<file path="config.mk">
export PLATFORM = sky130hd
export DESIGN_NAME = bcd_seg_scan
export DESIGN_NICKNAME = d
export VERILOG_FILES = /design/src/rtl/bcd_seg_pkg.sv /design/src/rtl/seg7_decode.sv /design/src/rtl/bcd_seg_scan.sv
export SDC_FILE = /design/constraint.sdc
export NUM_CORES = 1
export LEC_CHECK = 0
export ABC_AREA = 1
export CORE_MARGIN = 2
export CORE_UTILIZATION = 59
export DETAILED_ROUTE_END_ITERATION = 8
export PLACE_DENSITY = 0.77
export SYNTH_ARGS = -nofsm -noshare
export SYNTH_HDL_FRONTEND = slang
export SYNTH_SLANG_ARGS = --single-unit
</file>
<file path="constraint.sdc">
create_clock -name clk -period 2.8 [get_ports clk]
set_input_delay 0.84 -clock clk [delete_from_list [all_inputs] [get_ports clk]]
set_output_delay 0.84 -clock clk [all_outputs]
set_load 0.02 [all_outputs]
</file>
<file path="src/rtl/bcd_seg_pkg.sv">
// Shared types and constants for the two-digit BCD seven-segment scanner.
package bcd_seg_pkg;

    // Scan states in cyclic order; the BLANK_T -> SHOW_U step is the frame boundary.
    typedef enum logic [1:0] {
        SHOW_U  = 2'd0,
        BLANK_U = 2'd1,
        SHOW_T  = 2'd2,
        BLANK_T = 2'd3
    } state_t;

    // Active-low segment patterns {g,f,e,d,c,b,a}.
    localparam logic [6:0] SEG_BLANK = 7'h7F;
    localparam logic [6:0] SEG_DASH  = 7'h3F;

    // Digits 0..9; non-BCD nibbles render as a dash.
    localparam logic [6:0] SEG_TABLE [16] = '{
        7'h40, 7'h79, 7'h24, 7'h30, 7'h19, 7'h12, 7'h02, 7'h78,
        7'h00, 7'h10, SEG_DASH, SEG_DASH, SEG_DASH, SEG_DASH, SEG_DASH, SEG_DASH
    };

endpackage

</file>
<file path="src/rtl/seg7_decode.sv">
// Combinational nibble to active-low seven-segment decoder.
module seg7_decode
    import bcd_seg_pkg::*;
(
    input  logic [3:0] nib,
    output logic [6:0] seg
);

    // Table lookup covers every nibble value, including the dash codes.
    always_comb begin
        seg = SEG_TABLE[nib];
    end

endmodule

</file>
<file path="src/rtl/bcd_seg_scan.sv">
// Two-digit multiplexed BCD display driver with blanking gaps and
// frame-synchronous value updates through a one-deep pending register.
module bcd_seg_scan
    import bcd_seg_pkg::*;
#(
    parameter int REFRESH_DIV = 100000,
    parameter int BLANK_CYC   = 1000
) (
    input  logic       clk,
    input  logic       rst,
    input  logic [7:0] bcd_in,
    input  logic       bcd_valid,
    output logic       bcd_ready,
    output logic [6:0] seg,
    output logic [1:0] an
);

    // Wide enough to hold REFRESH_DIV-1 at its largest legal value.
    localparam int CNT_W = 21;

    state_t           state, state_next;
    logic [CNT_W-1:0] cnt;
    logic [CNT_W-1:0] dwell_last;
    logic             dwell_done;
    logic             boundary;
    logic             transfer;
    logic [7:0]       disp, disp_next;
    logic [7:0]       pend;
    logic             pend_full;
    logic [3:0]       nib;
    logic [6:0]       dec_seg;
    logic [6:0]       seg_next;
    logic [1:0]       an_next;

    assign bcd_ready = !pend_full;
    assign transfer  = bcd_valid && !pend_full;

    // Dwell length depends on whether the current slot lights a digit.
    always_comb begin
        dwell_last = CNT_W'(BLANK_CYC - 1);
        if (state == SHOW_U || state == SHOW_T)
            dwell_last = CNT_W'(REFRESH_DIV - 1);
        dwell_done = (cnt == dwell_last);
        boundary   = dwell_done && (state == BLANK_T);
    end

    // Displayed value only moves at the frame boundary; an empty pend lets
    // a same-edge transfer go straight to the display.
    always_comb begin
        disp_next = disp;
        if (boundary) begin
            if (pend_full)
                disp_next = pend;
            else if (transfer)
                disp_next = bcd_in;
        end
    end

    // State register.
    always_ff @(posedge clk or posedge rst) begin
        if (rst)
            state <= BLANK_T;
        else
            state <= state_next;
    end

    // Next state plus the outputs that state will show, so the registered
    // seg/an switch on the same edge as the state.
    always_comb begin
        state_next = state;
        an_next    = 2'b11;
        seg_next   = SEG_BLANK;
        nib        = disp_next[3:0];
        if (dwell_done) begin
            case (state)
                SHOW_U:  state_next = BLANK_U;
                BLANK_U: state_next = SHOW_T;
                SHOW_T:  state_next = BLANK_T;
                default: state_next = SHOW_U;
            endcase
        end
        case (state_next)
            SHOW_U: begin
                an_next  = 2'b10;
                seg_next = dec_seg;
            end
            SHOW_T: begin
                nib = disp_next[7:4];
                if (disp_next[7:4] != 4'd0) begin
                    an_next  = 2'b01;
                    seg_next = dec_seg;
                end
            end
            default: ;
        endcase
    end

    seg7_decode u_dec (
        .nib (nib),
        .seg (dec_seg)
    );

    // Shared dwell counter, restarted on every state change.
    always_ff @(posedge clk or posedge rst) begin
        if (rst)
            cnt <= '0;
        else if (dwell_done)
            cnt <= '0;
        else
            cnt <= cnt + 1'b1;
    end

    // Holding registers: reset drops any pending value.
    always_ff @(posedge clk or posedge rst) begin
        if (rst) begin
            disp      <= 8'h00;
            pend      <= 8'h00;
            pend_full <= 1'b0;
        end else begin
            disp <= disp_next;
            if (boundary) begin
                pend_full <= 1'b0;
            end else if (transfer) begin
                pend      <= bcd_in;
                pend_full <= 1'b1;
            end
        end
    end

    // Registered display drive.
    always_ff @(posedge clk or posedge rst) begin
        if (rst) begin
            seg <= SEG_BLANK;
            an  <= 2'b11;
        end else begin
            seg <= seg_next;
            an  <= an_next;
        end
    end

endmodule

</file>
==> results of run 1 <==
## sequential cells by signal (all words and copies together) (netlist names)
signal,cells
cnt,21
state,2
pend_full,1
pend,8
an,2
seg,7
disp,8
## where the power goes
group / internal [mW] / total [mW] / switching, mW
sequential: 0.721 / 0.728 / 0.00711
clock: 0.178 / 0.412 / 0.233
combinational: 0.0313 / 0.0572 / 0.0259
total: 0.931 / 1.20 / 0.266
## metal layers
layer / track usage [%] / up-vias
met5: 0 / -
met3: 4.53 / 7
met1: 26.5 / 1018
met2: 40.5 / 23
li1: - / 1137
met4: 8.08 / 0
## per-stage QoR
| step | power [mW] | instance area, sq um | cells | hold WS, ps |
|---|---|---|---|---|
| floorplan | 0.772 | 2870 | 336 | 455 |
| global placement | 0.799 | 3210 | 429 | 483 |
| detailed placement | 0.801 | 3210 | 429 | 486 |
| CTS | 1.21 | 3290 | 437 | 512 |
| global route | 1.25 | 3290 | 437 | 536 |
| finish | 1.20 | 3290 | 437 | 508 |
## final timing paths
| check | to | slack, ps | depth (start not counted) |
|---|---|---|---|
| setup / recovery | seg[5] | 280 | 15 |
| hold / removal | cnt[20] | 510 | 2 |
| setup reg to reg | seg[0] | 300 | 16 |
| hold reg to reg | cnt[20] | 510 | 2 |
| max in group asynchronous | cnt[7] | 1330 | 3 |
| min in group asynchronous | cnt[20] | 900 | 2 |
## placed cells by master (no fill, tap or decap), types with 2 or more instances in the layout
| cell type | n |
|---|---|
| nand2_1 | 61 |
| inv_1 | 54 |
| dfrtp_1 | 38 |
| nand3_1 | 26 |
| nor2_1 | 26 |
| clkdlybuf4s50_1 | 20 |
| nand2_2 | 12 |
| nand4_1 | 12 |
| ha_1 | 11 |
| dfstp_2 | 11 |
| o21ai_0 | 10 |
| xor2_1 | 10 |
| inv_2 | 9 |
| nand2_4 | 9 |
| a21oi_1 | 9 |
| mux2_2 | 8 |
| buf_4 | 7 |
| nor3_1 | 5 |
| clkbuf_8 | 5 |
| o22ai_1 | 4 |
| nor4_1 | 3 |
| nor2_8 | 2 |
| nand3_4 | 2 |
| nand3_2 | 2 |
| inv_6 | 2 |
## kinds of logic (layout without fill, tap and decap cells)
kind of cell / Yosys count / count (layout) / synth area share, %
flip-flops: 49 / 49 / 43.2
AND/OR/NAND/NOR: 165 / 165 / 31.5
XOR/XNOR: 10 / 10 / 3.05
multiplexers: 9 / 9 / 3.48
adder cells (fa/ha/maj): 11 / 11 / 4.79
AO/OA/AOI/OAI: 26 / 26 / 5.18
buffers and inverters: 66 / 100 / 8.80
## cell type report
type / instances / area, sq um / area share (%)
Tap cell: 67 / 83.8 / 2.55
Inverter: 65 / 249 / 7.56
Timing Repair Buffer: 27 / 253 / 7.68
Sequential cell: 49 / 1240 / 37.7
Clock buffer: 6 / 72.6 / 2.20
Clock inverter: 2 / 13.8 / 0.418
Multi-Input combinational cell: 221 / 1380 / 41.9
## worst max-delay path, delay by kind of cell
kind                       cells  cell delay (ps)
and+or+nand+nor                8              720
adders and majority gates      1              180
buffers and inverters          5              880
AOI/OAI and AO/OA              1              120
==> impl_results.md, run 1 <==
- Most frequent cell after synthesis: nand2_1
- Final setup fails: 0
- Cells after synthesis: 336
- M1 WL: 2280 um
- Top cells by count, synth: nand2_1, inv_1, dfrtp_1
- MaxCap Viol Count: 0
- Top sig layer: met4
- Horiz. Die Dim: 73.8 um
- Post-CTS Setup Bufs: 0
- Worst-Margin Slew: 552 ps
- Detailed-route wire length per cell: 11.9 um
- Ys flop type: dfrtp_1
- Lkg Pwr: 1.63 nW
- Initial antenna violation count: 0
- Crit-path cells: clkdlybuf4s50_1 -> inv_1 -> nor2_1 -> inv_1 -> o22ai_1 -> nand2_1 -> nand2_1 -> nand2_1 -> nand2_2 -> inv_2 -> ha_1 -> inv_1 -> nand3_1 -> nand3_1 -> nand3_1
- Max VDD drop: 256 uV
- Number of global-route vias before repair: 2,228
- Synth top area share: 33.1%
- Post-synthesis net count: 358
- Layout Nets: 391
- Final Wtd Congestion: 0.913
- Root Buffer: clkbuf_8
- Largest net degree at the start of global routing: 30
- CP arrival: 2750 ps
- Drc violations: 0
- Worst setup SP type: input pin
- Htree depth: 2
- Slew Limit Headroom: 63.1%
- Warnings from Yosys: 0
- Status: finished, final reports clean
- CP max stage delay: 570 ps
- CP startpoint: bcd_valid
- DPL Wire Length: 4080 um
- Asr flop ratio synth: 100%
- Clock insertion delay at the later pin of the skew report: 300 ps
- # rows: 25
- Total I/O pin count: 21
- Max Freq: 396 MHz
- Hold Startpoint: cnt[20]
- Met2 WL: 2730 um
- Fin util: 69.7%
- Final hold viol count: 0
- Fin crit period: 2520 ps
- PortBufs: 20
- CP required: 3030 ps
- Worst setup path class: input pin to register
- Clock Tree Buf Depth: 2
- Register clock-pin slew on the reported worst setup and hold paths: 90 ps
- ANT cells: 0
- Hold_buf cts: 0
- Post-synthesis sequential area ratio: 43.2%
- Routed WL: 5220 um
- Vias after detailed routing: 2,185
- Pwr/cell area: 364 nW/um^2
- First-pass GRT wire length: 9560 um
- Slew Limit Fails: 0
- Post-synth cell types: 33
- Routed length on met3: 142 um
- Pre-antenna DRT Iters: 4
- Die area: 5440 sq um
- Main area contributors after synthesis: dfrtp_1, dfstp_2, nand2_1
- Post_cts resized: 0
- Number of buffers created by CTS: 5
- Die Ht: 73.8 um
- Total GRT Usage: 22.6%
- Synth Cell Area: 2870 sq um
- Synth-to-Final Area Change: 14.6%
- Initial DRC Count: 69
- Setup WS pre-CTS: -53.4 ps
- RSZ-0062 raised after global routing: false
- Detail-routed via count per cell: 5.00
- Mean Syn Cell Area: 8.55 sq um
- CTS tree: yes
- Post-synth EDFFs: 0
- Crit path max fanout: 6
- Share of cells above drive strength 1: 20.0%
- Starting Density: 60.8%
- Core area: 4720 sq um
- Crit end category: register
- Final Cycle Share: 90.1%
- CP max-delay cell: clkdlybuf4s50_1
- Layout filler cell count: 372
- FF+latch count, synth: 49
- Setup WS post-layout: 277 ps
- Detail Route Antenna Nets: 0
- Clk_skew: 5.30 ps
- HP Class: register to register
- R2R Path Start: cnt[0]
- Congestion Overflow GR: 0
- Sink Count: 49
- Leading area contributor after synthesis: dfrtp_1
- Fin Setup TNS: 0 ps
(Power assumes the default switching activity.)
==> run 2, diff against run 1 <==
--- a/config.mk
+++ b/config.mk
@@ -10,6 +10,7 @@
 export CORE_UTILIZATION = 59
 export DETAILED_ROUTE_END_ITERATION = 8
 export PLACE_DENSITY = 0.77
+export SKIP_LAST_GASP = 1
 export SYNTH_ARGS = -nofsm -noshare
 export SYNTH_HDL_FRONTEND = slang
 export SYNTH_SLANG_ARGS = --single-unit
==> results of run 2 <==
The final DEF is identical to that of run 1; final timing and power are the same.
